==> src/rtl/serial_add_pkg.sv <==
// Shared definitions for the multi-precision serial add sequencer.
// Holds the sequencer state encoding, default word geometry and the
// index-width helper used to size word_idx.
package serial_add_pkg;

   localparam int WORD_W_DEF    = 3;
   localparam int NUM_WORDS_DEF = 4;

   // Sequencer states: IDLE waits for start, RUN accepts operand words,
   // DRAIN waits for the last result word to leave the output buffer.
   typedef enum logic [1:0] {
      IDLE  = 2'd0,
      RUN   = 2'd1,
      DRAIN = 2'd2
   } state_t;

   // Width needed to index num_words words, never less than one bit.
   function automatic int idx_width(input int num_words);
      return (num_words > 1) ? $clog2(num_words) : 1;
   endfunction

endpackage

==> src/rtl/out_skid_reg.sv <==
// One-entry output buffer holding a result word and its index.
// Latency: 1 cycle from load to out_valid.
// Backpressure: holds contents while out_valid && !out_ready; refills in the
// same cycle it drains, so a word per cycle flows when out_ready stays high.
// Ports: load/load_sum/load_idx write the entry, sum_out/word_idx/out_valid
// present it, out_ready pops it, out_space says a load may happen this cycle.
module out_skid_reg
   import serial_add_pkg::*;
#(
   parameter int WORD_W = WORD_W_DEF,
   parameter int IDX_W  = idx_width(NUM_WORDS_DEF)
) (
   input  logic              clk,
   input  logic              rst,
   input  logic              load,
   input  logic [WORD_W-1:0] load_sum,
   input  logic [IDX_W-1:0]  load_idx,
   input  logic              out_ready,
   output logic [WORD_W-1:0] sum_out,
   output logic [IDX_W-1:0]  word_idx,
   output logic              out_valid,
   output logic              out_space
);

   // Empty, or being emptied this cycle: the only comb path from out_ready.
   assign out_space = !out_valid || out_ready;

   always_ff @(posedge clk) begin
      if (rst) begin
         sum_out   <= '0;
         word_idx  <= '0;
         out_valid <= 1'b0;
      end else if (load) begin
         // A load coinciding with a pop replaces the entry; valid stays up.
         sum_out   <= load_sum;
         word_idx  <= load_idx;
         out_valid <= 1'b1;
      end else if (out_valid && out_ready) begin
         out_valid <= 1'b0;
      end
   end

endmodule

==> src/rtl/serial_word_adder_ctrl.sv <==
// Multi-precision add sequencer feeding an external WORD_W-bit adder, LS word first.
// Latency: 1 cycle from operand accept to out_valid; done 1 cycle after the last output handshake.
// Backpressure: in_ready drops while the output buffer is full and out_ready is low.
// Ports: start/cin_init begin an operation; a_in/b_in/in_valid/in_ready carry operand
// words; add_* connect to the adder; sum_out/word_idx/out_valid/out_ready carry results;
// carry_out is the final carry, busy covers RUN and DRAIN, done pulses at completion.
module serial_word_adder_ctrl
   import serial_add_pkg::*;
#(
   parameter int WORD_W    = WORD_W_DEF,
   parameter int NUM_WORDS = NUM_WORDS_DEF,
   parameter int IDX_W     = idx_width(NUM_WORDS)
) (
   input  logic              clk,
   input  logic              rst,
   input  logic              start,
   input  logic              cin_init,
   input  logic [WORD_W-1:0] a_in,
   input  logic [WORD_W-1:0] b_in,
   input  logic              in_valid,
   output logic              in_ready,
   output logic [WORD_W-1:0] add_a,
   output logic [WORD_W-1:0] add_b,
   output logic              add_cin,
   input  logic [WORD_W-1:0] add_sum,
   input  logic              add_cout,
   output logic [WORD_W-1:0] sum_out,
   output logic [IDX_W-1:0]  word_idx,
   output logic              out_valid,
   input  logic              out_ready,
   output logic              carry_out,
   output logic              busy,
   output logic              done
);

   localparam logic [IDX_W-1:0] LAST_IDX = IDX_W'(NUM_WORDS - 1);

   state_t            state_q, state_d;
   logic              carry_reg;
   logic [IDX_W-1:0]  idx;
   logic              out_space;
   logic              accept;
   logic              start_ok;
   logic              drain_fire;

   // Adder inputs are driven straight through; only accepting cycles matter.
   assign add_a   = a_in;
   assign add_b   = b_in;
   assign add_cin = carry_reg;

   assign accept = in_valid && in_ready;

   always_comb begin
      state_d    = state_q;
      in_ready   = 1'b0;
      busy       = 1'b0;
      start_ok   = 1'b0;
      drain_fire = 1'b0;
      case (state_q)
         IDLE: begin
            if (start) begin
               start_ok = 1'b1;
               state_d  = RUN;
            end
         end
         RUN: begin
            busy     = 1'b1;
            in_ready = out_space;
            if (in_valid && out_space && (idx == LAST_IDX)) begin
               state_d = DRAIN;
            end
         end
         DRAIN: begin
            busy = 1'b1;
            if (out_valid && out_ready) begin
               drain_fire = 1'b1;
               state_d    = IDLE;
            end
         end
         default: state_d = IDLE;
      endcase
   end

   always_ff @(posedge clk) begin
      if (rst) begin
         state_q   <= IDLE;
         carry_reg <= 1'b0;
         idx       <= '0;
         carry_out <= 1'b0;
         done      <= 1'b0;
      end else begin
         state_q <= state_d;
         done    <= drain_fire;
         if (start_ok) begin
            carry_reg <= cin_init;
            idx       <= '0;
            carry_out <= 1'b0;
         end else if (accept) begin
            carry_reg <= add_cout;
            idx       <= idx + IDX_W'(1);
         end
         // carry_reg is final once the last word has been accepted.
         if (drain_fire) begin
            carry_out <= carry_reg;
         end
      end
   end

   out_skid_reg #(
      .WORD_W (WORD_W),
      .IDX_W  (IDX_W)
   ) u_out_skid_reg (
      .clk       (clk),
      .rst       (rst),
      .load      (accept),
      .load_sum  (add_sum),
      .load_idx  (idx),
      .out_ready (out_ready),
      .sum_out   (sum_out),
      .word_idx  (word_idx),
      .out_valid (out_valid),
      .out_space (out_space)
   );

endmodule
==> config.mk <==
export PLATFORM = sky130hd
export DESIGN_NAME = serial_word_adder_ctrl
export DESIGN_NICKNAME = d
export VERILOG_FILES = /design/src/rtl/serial_add_pkg.sv /design/src/rtl/out_skid_reg.sv /design/src/rtl/serial_word_adder_ctrl.sv
export SDC_FILE = /design/constraint.sdc
export NUM_CORES = 1
export LEC_CHECK = 0
export ABC_AREA = 1
export CAP_MARGIN = 5
export CORE_AREA = 4 4 48 50
export CTS_CLUSTER_DIAMETER = 50
export DETAILED_ROUTE_END_ITERATION = 7
export DIE_AREA = 0 0 52 54
export PLACE_DENSITY = 0.84
export SLEW_MARGIN = 20
export SYNTH_ARGS = -nofsm -noshare
export SYNTH_HDL_FRONTEND = slang
export SYNTH_SLANG_ARGS = --single-unit
==> constraint.sdc <==
create_clock -name clk -period 2.63 [get_ports clk]
set_input_delay 0.526 -clock clk [delete_from_list [all_inputs] [get_ports clk]]
set_output_delay 0.526 -clock clk [all_outputs]
set_load 0.02 [all_outputs]
Yosys cells after proc, flatten, opt, wreduce, memory -nomap -nowiden
Index checks and enable logic that the tools add are counted.
- latch bits: 0
- RAM bits: 0
- output and inout bits: 17
- bits of input ports: 16
- memories kept: 0
- bits in registers: 13
- bits in read-only memories: 0
- logic and storage cells: 44
- bitwise logic cells: 0
- shift-type cells: 0
- div/mod/pow operators: 0
- mux-type cells: 16
- multipliers: 0
- add/subtract/negate cells: 1
- equality and inequality tests: 6
- order comparisons: 0
- reduce and logical (&&, ||, !) cells: 13
- operators with widths (cell ; number):
    1-bit two-way mux ; 12
    2-bit two-way mux ; 3
    2-bit != test, second input constant ; 3
    2-bit case mux with 3 select lines ; 1
    2-bit nonzero test ; 3
    2-bit == test, second input constant ; 2
    1-bit logical AND ; 4
    2-bit OR reduction ; 2
    3-bit AND reduction ; 1
    2-bit by 1-bit adder with 2-bit output, second input constant ; 1
    2-bit by 1-bit == test with 1-bit output, second input constant ; 1
    2-bit logical NOT ; 1
    1-bit logical NOT ; 1
    1-bit logical OR ; 1

Logic depth before layout (Yosys ltp)
- word-level depth: 6
- depth in mapped cells: 8
- mapped depth without buffers: 8

By module
A second synthesis with hierarchy kept.
- cells, all modules: 89
- area, all modules: 643.1 µm²
- modules (own cells, without submodules) (module ; cells each ; seq. area each (µm²) ; area an instance (µm²) ; times used):
    serial_word_adder_ctrl ; 63 ; 140.1 ; 436.7 ; 1
    out_skid_reg ; 26 ; 120.1 ; 206.4 ; 1

Least setup slack after synthesis
Ideal clock, no wire load.
- kind: reg2out
- from: register state_q[1]
- to: output port in_ready
- cell stages (with the launch flop): 5
- setup slack: 1.165 ns
- buffers on the path: 1
- data arrival time: 0.939 ns
- data required time: 2.104 ns
- path through: dfxtp_1 inv_1 ha_1 and2_4 buf_8
- word-level cells in the longest chain between the ends: 2
- RTL lines (item ; RTL line ; source):
    start, declared ; serial_word_adder_ctrl.sv:38 ; state_t state_q, state_d;
    start signal, assigned ; serial_word_adder_ctrl.sv:92 ; state_q <= state_d;
    2-bit by 1-bit == test with 1-bit output ; serial_word_adder_ctrl.sv:59 ; case (state_q)
    1-bit two-way mux ; serial_word_adder_ctrl.sv:59 ;
    end, declared ; serial_word_adder_ctrl.sv:21 ; output logic in_ready,
No other way between the ends.

Worst setup path after layout
- from: input port out_ready
- to: output port in_ready
- word-level cells in the longest chain between the ends: 2
- RTL lines (item ; RTL line ; source):
    start, declared ; serial_word_adder_ctrl.sv:30 ; input logic out_ready,
    1-bit logical OR ; out_skid_reg.sv:26 ; assign out_space = !out_valid || out_ready;
    1-bit two-way mux ; serial_word_adder_ctrl.sv:59 ;
No other way between the ends.

==> flow_summary.json <==
{
  "rsz0062_at_grt": "no",
  "synth_top_area_frac": 0.352,
  "cts_tree": "done",
  "ctsRootBufferMaster": "clkbuf_4",
  "via_per_inst": 4.61,
  "fin_nets": 127,
  "numCtsBuffers": 3,
  "cp-start-kind": "input pin",
  "multi_input_area_um2": 369,
  "portBuffers": 20,
  "insertion_delay_ns": 0.28,
  "drtPass1Iterations": 4,
  "final_common_cell": "nand2_1",
  "drive_gt1_frac": 0.190,
  "cts_hold_buf": 0,
  "ys.warnings.count": 0,
  "path_common_cell": "clkdlybuf4s50_1",
  "clk_pin_slew_ns": 0.08,
  "path_cells": "clkdlybuf4s50_1 -> inv_2 -> nand2_4 -> and2_4 -> clkdlybuf4s50_1",
  "hold_viol": 0,
  "path_delay_family": "buffers and inverters",
  "outcome": "finished clean",
  "relSlewSlack": 0.654,
  "ys_seq_area_frac": 0.352,
  "die-area_um2": 2810,
  "ir_worst_vdd_mv": 0.314,
  "layout_common_cells": "22 x nand2_1, 20 x clkdlybuf4s50_1, 13 x dfxtp_1",
  "grt.total_usage": 0.121,
  "fmax_ghz": 0.407,
  "crit_type": "input pin to output port",
  "die_w_um": 52,
  "netlist.top_cell.by_area": "dfxtp_1",
  "synth-async-reset-ratio": 0,
  "drv_cap": 0,
  "slew_violations": 0,
  "grt_pass1_vias": 580,
  "p_per_area_nw_per_um2": 797,
  "hpwlAfterDp_um": 1220,
  "gp_congestion": 0.755,
  "cp_max_fo": 5,
  "cts_sinks": 13,
  "htree_levels": 1,
  "fp.dieH_um": 54,
  "core_area_um2": 1900,
  "skew_ns": 0.00244,
  "synth_fp_nets": 110,
  "rows": 16,
  "worstHoldStart": "u_out_skid_reg.sum_out[2]$_SDFFE_PP0P_",
  "cts.path.max_buffers": 2,
  "cp_slowest_stage_delay_ns": 0.59,
  "crit_slowest_cell": "clkdlybuf4s50_1",
  "grt_start_max_net_pins": 10,
  "antenna_cells": 0,
  "synthFlopType": "dfxtp_1",
  "setup.worst_path.start": "out_ready",
  "antenna_found_initial": 0,
  "arrival_ns": 1.93,
  "critical_path_required_ns": 2.10,
  "worst_pin_slew_ns": 0.517,
  "drcViolationCount": 0,
  "area.growth.synth_to_final_pct": 26.4,
  "syn_area_um2": 739,
  "wirelength_um": 1590,
  "synth_area_leaders": "dfxtp_1 35%, nand2_1 11%, ha_1 8.5%",
  "synth_edf_count": 0,
  "r2r_start": "state_q[1]$_SDFFE_PP0P_",
  "syn_avg_cell_area_um2": 8.31,
  "start_util": 0.389,
  "p_leak_nw": 0.389,
  "min_period_over_period": 0.934,
  "grt_pass1_wl_um": 2390,
  "end_kind": "output port",
  "pin_count": 33,
  "cts_post_setup_buffers_inserted": 0,
  "ys_types": 19,
  "p_total_uw": 745,
  "postRouteAntennaNets": 0,
  "finalCriticalPeriod_ns": 2.46,
  "cts_resized": 0,
  "netlist_instances": 89,
  "finalSetupViolCount": 0,
  "drtIter0Drc": 5,
  "wire_per_inst_um": 12.1,
  "vias": 609,
  "hold_path_class": "flop to flop",
  "crit_buf_inv": 3,
  "grt-ovfl-total": 0,
  "ff_latch_area_um2": 260,
  "nFillCells": 192,
  "ys_ff_latch": 13,
  "tns_ns": 0
}
==> state kept, by name, indices dropped and copies added (netlist names) <==
signal and flops:
state_q 2, u_out_skid_reg.word_idx 2, u_out_skid_reg.out_valid 1, u_out_skid_reg.sum_out 3, add_cin 1, idx 2, carry_out 1, done 1
==> path summary, 6_finish.rpt <==
check        depth (start not counted)                                      to  slack, ns
max reg2reg                          6  u_out_skid_reg.sum_out[1]$_SDFFE_PP0P_       1.26
min                                  2  u_out_skid_reg.sum_out[2]$_SDFFE_PP0P_       0.48
min reg2reg                          2  u_out_skid_reg.sum_out[2]$_SDFFE_PP0P_       0.48
max                                  5                                in_ready       0.17
==> synth_stat cells (2+ instances only) <==
cell     number
inv_1         9
nand2_1      22
buf_4         7
a21oi_1       2
o21ai_0       2
ha_1          5
nand3_1       4
a21oi_2       6
dfxtp_1      13
nor2_1        5
nand3_2       6
==> logic make-up after synthesis <==
group	synth area share
flip-flops	0.352
AO/OA/AOI/OAI	0.0981
buffers and inverters	0.149
XOR/XNOR	0.0118
AND/OR/NAND/NOR	0.305
adder cells (fa/ha/maj)	0.0846
==> final cells by class <==
cell class                      count  share of cell area
Inverter                           10              0.0402
Tap cell                           27              0.0361
Timing Repair Buffer               21               0.222
Multi-Input combinational cell     57               0.395
Clock buffer                        4              0.0281
Sequential cell                    13               0.278
==> where the power goes <==
part | leakage (nW) | total (mW) | internal, mW | switching [mW]
Sequential | 0.106 | 0.251 | 0.228 | 0.0230
Clock | 0.0150 | 0.128 | 0.0590 | 0.0690
Combinational | 0.269 | 0.366 | 0.158 | 0.208
==> layer usage <==
metal  track usage  vias up  share of wire
li1              -      305              -
met1         0.115      282           0.38
met2         0.218       15           0.54
met3        0.0249        7          0.044
met4         0.109        0          0.038
met5             0        -              0
==> worst reg2reg max path: cells and delay by family (launching register included) <==
family,cells,cell delay (ns)
AOI/OAI and AO/OA,1,0.13
adders and majority gates,1,0.31
buffers and inverters,2,0.27
DFF,1,0.32
and+or+nand+nor,2,0.27
==> through the flow <==
stage | hold slack (ns) | utilization | std cells | area, µm² | setup slack [ns]
2_1_floorplan | 0.467 | - | 89 | 739 | 1.16
6_report | 0.480 | 0.491 | 132 | 935 | 0.175
5_1_grt | 0.507 | 0.491 | 132 | 935 | 0.128
3_3_place_gp | 0.466 | 0.478 | 128 | 908 | 0.187
3_5_place_dp | 0.473 | 0.478 | 128 | 908 | 0.176
4_1_cts | 0.485 | 0.491 | 132 | 935 | 0.174
Note: power is estimated with default switching activity, not from simulation.
